$ cat src/rtl/sha256_wk_sched.sv
// SHA-256 round-word source: emits W[t]+K[t] for t=0..ROUNDS-1 from one 512-bit block; first word 1 cycle after accept.
// Valid/ready on both sides; a stalled word holds with its window, and no new block is taken until the last word leaves.
module sha256_wk_sched #(
    parameter int ROUNDS = 64
) (
    input  logic         clk,
    input  logic         rst,
    input  logic         blk_valid,
    output logic         blk_ready,
    input  logic [511:0] blk_data,
    output logic         wk_valid,
    input  logic         wk_ready,
    output logic [31:0]  wk,
    output logic [5:0]   wk_round,
    output logic         wk_last
);
    typedef enum logic {IDLE, RUN} state_t;

    localparam logic [5:0] LAST_T = 6'(ROUNDS - 1);

    localparam logic [31:0] K [64] = '{
        32'h428a2f98, 32'h71374491, 32'hb5c0fbcf, 32'he9b5dba5, 32'h3956c25b, 32'h59f111f1, 32'h923f82a4, 32'hab1c5ed5,
        32'hd807aa98, 32'h12835b01, 32'h243185be, 32'h550c7dc3, 32'h72be5d74, 32'h80deb1fe, 32'h9bdc06a7, 32'hc19bf174,
        32'he49b69c1, 32'hefbe4786, 32'h0fc19dc6, 32'h240ca1cc, 32'h2de92c6f, 32'h4a7484aa, 32'h5cb0a9dc, 32'h76f988da,
        32'h983e5152, 32'ha831c66d, 32'hb00327c8, 32'hbf597fc7, 32'hc6e00bf3, 32'hd5a79147, 32'h06ca6351, 32'h14292967,
        32'h27b70a85, 32'h2e1b2138, 32'h4d2c6dfc, 32'h53380d13, 32'h650a7354, 32'h766a0abb, 32'h81c2c92e, 32'h92722c85,
        32'ha2bfe8a1, 32'ha81a664b, 32'hc24b8b70, 32'hc76c51a3, 32'hd192e819, 32'hd6990624, 32'hf40e3585, 32'h106aa070,
        32'h19a4c116, 32'h1e376c08, 32'h2748774c, 32'h34b0bcb5, 32'h391c0cb3, 32'h4ed8aa4a, 32'h5b9cca4f, 32'h682e6ff3,
        32'h748f82ee, 32'h78a5636f, 32'h84c87814, 32'h8cc70208, 32'h90befffa, 32'ha4506ceb, 32'hbef9a3f7, 32'hc67178f2
    };

    state_t      state_q;
    logic        blk_ready_q;
    logic        wk_valid_q;
    logic [5:0]  t_q;
    logic [31:0] w_q [16];
    logic [31:0] w_d [16];
    logic        load;
    logic        advance;

    function automatic logic [31:0] sig0(input logic [31:0] x);
        return {x[6:0], x[31:7]} ^ {x[17:0], x[31:18]} ^ (x >> 3);
    endfunction

    function automatic logic [31:0] sig1(input logic [31:0] x);
        return {x[16:0], x[31:17]} ^ {x[18:0], x[31:19]} ^ (x >> 10);
    endfunction

    assign load    = (state_q == IDLE) && blk_valid;
    assign advance = wk_valid_q && wk_ready;

    always_comb begin
        for (int i = 0; i < 15; i++) begin
            w_d[i] = w_q[i + 1];
        end
        w_d[15] = sig1(w_q[14]) + w_q[9] + sig0(w_q[1]) + w_q[0];
    end

    // Window contents are irrelevant outside RUN, so they carry no reset.
    always_ff @(posedge clk) begin
        if (load) begin
            for (int i = 0; i < 16; i++) begin
                w_q[i] <= blk_data[511 - 32 * i -: 32];
            end
        end else if (advance) begin
            w_q <= w_d;
        end
    end

    always_ff @(posedge clk) begin
        if (rst) begin
            state_q     <= IDLE;
            blk_ready_q <= 1'b1;
            wk_valid_q  <= 1'b0;
            t_q         <= '0;
        end else begin
            case (state_q)
                IDLE: begin
                    if (blk_valid) begin
                        state_q     <= RUN;
                        blk_ready_q <= 1'b0;
                        wk_valid_q  <= 1'b1;
                        t_q         <= '0;
                    end
                end
                RUN: begin
                    if (advance) begin
                        if (t_q == LAST_T) begin
                            state_q     <= IDLE;
                            blk_ready_q <= 1'b1;
                            wk_valid_q  <= 1'b0;
                            t_q         <= '0;
                        end else begin
                            t_q <= t_q + 6'd1;
                        end
                    end
                end
                default: begin
                    state_q     <= IDLE;
                    blk_ready_q <= 1'b1;
                    wk_valid_q  <= 1'b0;
                    t_q         <= '0;
                end
            endcase
        end
    end

    assign blk_ready = blk_ready_q;
    assign wk_valid  = wk_valid_q;
    assign wk_round  = t_q;
    assign wk_last   = wk_valid_q && (t_q == LAST_T);
    assign wk        = wk_valid_q ? (w_q[0] + K[t_q]) : 32'h0;
endmodule

$ cat config.mk
export PLATFORM = sky130hd
export DESIGN_NAME = sha256_wk_sched
export DESIGN_NICKNAME = d
export VERILOG_FILES = /design/src/rtl/sha256_wk_sched.sv
export SDC_FILE = /design/constraint.sdc
export NUM_CORES = 2
export LEC_CHECK = 0
export CORE_ASPECT_RATIO = 1.1
export CORE_MARGIN = 4
export CORE_UTILIZATION = 40
export CTS_BUF_LIST = sky130_fd_sc_hd__clkbuf_8
export DETAILED_ROUTE_END_ITERATION = 8
export DONT_BUFFER_PORTS = 1
export PLACE_DENSITY = 0.57
export SYNTH_ARGS = -nofsm -noshare
export SYNTH_HDL_FRONTEND = slang
export SYNTH_SLANG_ARGS = --single-unit
export TNS_END_PERCENT = 10
$ cat constraint.sdc
create_clock -name clk -period 31.3 [get_ports clk]
set_clock_uncertainty 0.15 [all_clocks]
set_input_delay 4.695 -clock clk [delete_from_list [all_inputs] [get_ports clk]]
set_output_delay 4.695 -clock clk [all_outputs]
set_load 0.02 [all_outputs]
==> metrics.txt <==
run status finished clean; nets 4,075; Place WS 20.91 ns; main area contributors after synthesis edfxtp_1 (49%), nand2_1 (18%), fa_1 (4.1%), ha_1 (3.3%), xnor2_1 (2.7%); Layout area overhead 8.36%; Compound-Gate Fraction of Synth Area 0.102; vias in the first global route 24.6k; detailed-route DRC error count 0; Synth area leader edfxtp_1; Fillers 7,741; share of cells above drive strength 1 0.0512; Power Internal 1.80 mW; fraction of registers with async set/reset 0; worst path required time 26.46 ns; CTS tree built; post-synth top area share 0.495; post-synthesis net count 4,147; Pre-Repair DR Iteration Count 6; DIE AREA 82,200 sq um; Inst Count DP 4,346; CTS root buf clkbuf_8; final worst-path cycle share 0.363; GPL Wtd Cong 0.980; Final Hold Fails 0; Post-Synth Simple-Gate Area 0.226; Yosys cell types 67; CTS sink cnt 521; mux contribution to synthesized area 0.00942; # setup viols final 0; RSZ-0062 raised after global routing false; CTS hold repair buffers 0; number of synthesized flops with an enable pin 512; largest net degree at the start of global routing 165; Via density 5.53; cell count after synthesis 3,486; highest-delay cell along the critical path ha_1; Hold Worst Slack 0.332 ns; CP max stage delay 0.66 ns; register bit count reported by yosys 521; total wire length 123,000 um; crit path launch type register; Die X-Extent 274 um; Post-synth top flop edfxtp_1; Layout Cells excl Fill 4,519; Max-Cap Viols 0; clock network fraction of design power 0.196; Post-Syn Area 31,100 sq um; main combinational cell family by area after synthesis simple AND/OR/NAND/NOR gates; Logic pwr share 0.477; Initial Util 0.406; vias 25.0k; initial antenna violation count 24; routed len/inst 27.2 um; Num CTS Buffers 92; Slew headroom 0.0852; Synth Area in XOR/XNOR 0.0468; remaining global-route overflow 0; worst path arrival time 6.51 ns; GR Util All Layers 0.289; crit-path max FO 25; post-synthesis sequential area ratio 0.500; worst path cell trace buf_4 -> inv_1 -> ha_1 -> nor2_1 -> nor3_1 -> o311ai_0 -> o21ai_0 -> ha_1 -> inv_1 -> nor3_1 -> a221oi_1 -> o21ai_0 -> a21boi_0 -> o2bb2ai_1 -> mux2i_1; maximum vdd drop 68.9 uV; Max clock buf depth 3; DIE HEIGHT 300 um; Pleak 14.5 nW; Ys Warns 0; fin crit period 11.35 ns; H-tree depth 3; Max Clk Rate 0.0881 GHz; Final Util 0.440; nature of the critical path endpoint output pin; Worst-Margin Slew 1.36 ns; Antenna Violating Nets Remaining 0; Sw Share 0.426; Synth Area in Adders 0.0736; worst-skew pair later-pin latency 0.73 ns; first-pass GRT wire length 171,000 um; Power Density 93.1 nW/um^2; Post-CTS Setup Bufs 0; HPWL Detailed 94,300 um; Clock Pin Slew Worst Setup and Hold Paths 0.07 ns; NetSw 1.34 mW; Boundary Pins 557; crit path kind register to output pin; setup ws final 19.95 ns; Rows 106; Pins Over Slew Limit 0; Setup Total Neg Slack 0 ns; HP Class register to register; DRT iter0 DRCs 2,730; part of the power in registers 0.327; post-cts sizing count 0; port buffer count 0; Synth Area per Inst 8.92 sq um; Core ar. 76,500 sq um
per-stage QoR:
stage / area, sq um / power (mW)
global placement: 31900 / 2.51
detailed placement: 31900 / 2.52
CTS: 33600 / 3.15
global route: 33700 / 3.34
finish: 33700 / 3.14
floorplan: 31100 / 2.10
cells in the mapped netlist (4+ instances only):
cell	count
nor2b_1	11
nor3_1	38
buf_2	15
xor2_1	69
o21bai_1	7
o21a_1	9
o21ai_0	120
and3_1	7
a22oi_1	5
a31oi_1	25
a221oi_1	5
mux2i_1	9
xnor2_1	97
o31ai_1	10
ha_1	82
a221o_1	5
a211oi_1	27
nand4_1	17
nand3_1	24
nor3b_1	5
o22ai_1	8
o311ai_0	9
or3_1	13
o221ai_1	6
mux4_2	8
inv_1	143
a21o_1	45
o211ai_1	25
a311oi_1	8
clkbuf_1	161
fa_1	63
nand2_1	1514
nor2_1	131
a21oi_1	147
edfxtp_1	512
nand2b_1	11
a211o_1	4
and2_1	5
dfxtp_1	9
buf_1	25
critical path, delay by kind of cell, from the launching register on:
kind	cells	cell delay, ns
AND/OR/NAND/NOR	3	0.73
buffers and inverters	3	0.88
flip-flops	1	0.32
AO/OA/AOI/OAI	6	2.20
adder cells (fa/ha/maj)	2	1.14
multiplexers	1	0.47
cell families (layout without fill, tap and decap cells):
kind of cell    Yosys count  count (layout)
compound gates          501             501
xor+xnor                166             166
fa+ha+maj               145             145
buf+inv                 347             338
flops                   521             521
mux                      19              19
other cells               0              16
simple gates           1787            1787
state kept, by name (all words and copies together) (netlist names):
register   count
state_q        1
wk_round       6
w_q           32
w_d          480
wk_valid       1
blk_ready      1
path summary, 6_finish.rpt:
path	start	to	slack, ns	depth (start not counted)
worst max register to register	w_d[82]$_DFFE_PP_	w_d[59]$_DFFE_PP_	25.94	14
worst min-delay path	w_d[172]$_DFFE_PP_	w_d[204]$_DFFE_PP_	0.33	2
worst min register to register	w_d[172]$_DFFE_PP_	w_d[204]$_DFFE_PP_	0.33	2
worst max-delay path	wk_round[1]$_SDFFE_PP0P_	wk[26]	19.95	15
layout make-up:
type	count	area [sq um]	area share
diodes	16	40.0	0.00119
clock buffers	96	1320	0.0392
clock inverters	61	402	0.0119
inverters	146	548	0.0163
multi-input cells	2618	14200	0.423
flip-flops and latches	521	15600	0.462
well taps	1026	1280	0.0381
repair buffers	35	288	0.00854
metal layers:
layer  part of all wire  vias up  global-route usage
met2               0.48     1188               0.475
met4              0.041       18               0.111
met5            0.00098        -                   0
met1               0.38    11900               0.356
li1                   -    11600                   -
met3              0.099      253              0.0896
power by group through the flow:
stage / clock network [mW] / logic (mW) / registers [mW]
2_1_floorplan: 0 / 1.07 / 1.02
3_3_place_gp: 0 / 1.48 / 1.03
3_5_place_dp: 0 / 1.48 / 1.03
4_1_cts: 0.630 / 1.49 / 1.02
5_1_grt: 0.662 / 1.65 / 1.03
6_report: 0.616 / 1.50 / 1.03
cells in the final DEF, fill, tap and decap left out, types with 7 or more instances in the layout:
master    count
nand2_1    1513
nand3_1      24
edfxtp_1    512
o311ai_0      9
a211oi_1     27
or3_1        13
buf_4        33
xnor2_1      97
a31oi_1      25
a21oi_1     147
o31ai_1      10
inv_1       172
o22ai_1       8
o211ai_1     25
clkbuf_8     96
ha_1         82
nor3_1       38
xor2_1       69
nand4_1      17
o21ai_0     120
nor2_1      131
mux4_2        8
fa_1         63
clkinv_1     18
o21a_1        9
o21bai_1      7
nand2b_1     10
mux2i_1       9
nor2b_1      10
a311oi_1      8
a21o_1       45
diode_2      16
and3_1        7
No activity file was read; power rests on OpenSTA's default activity.
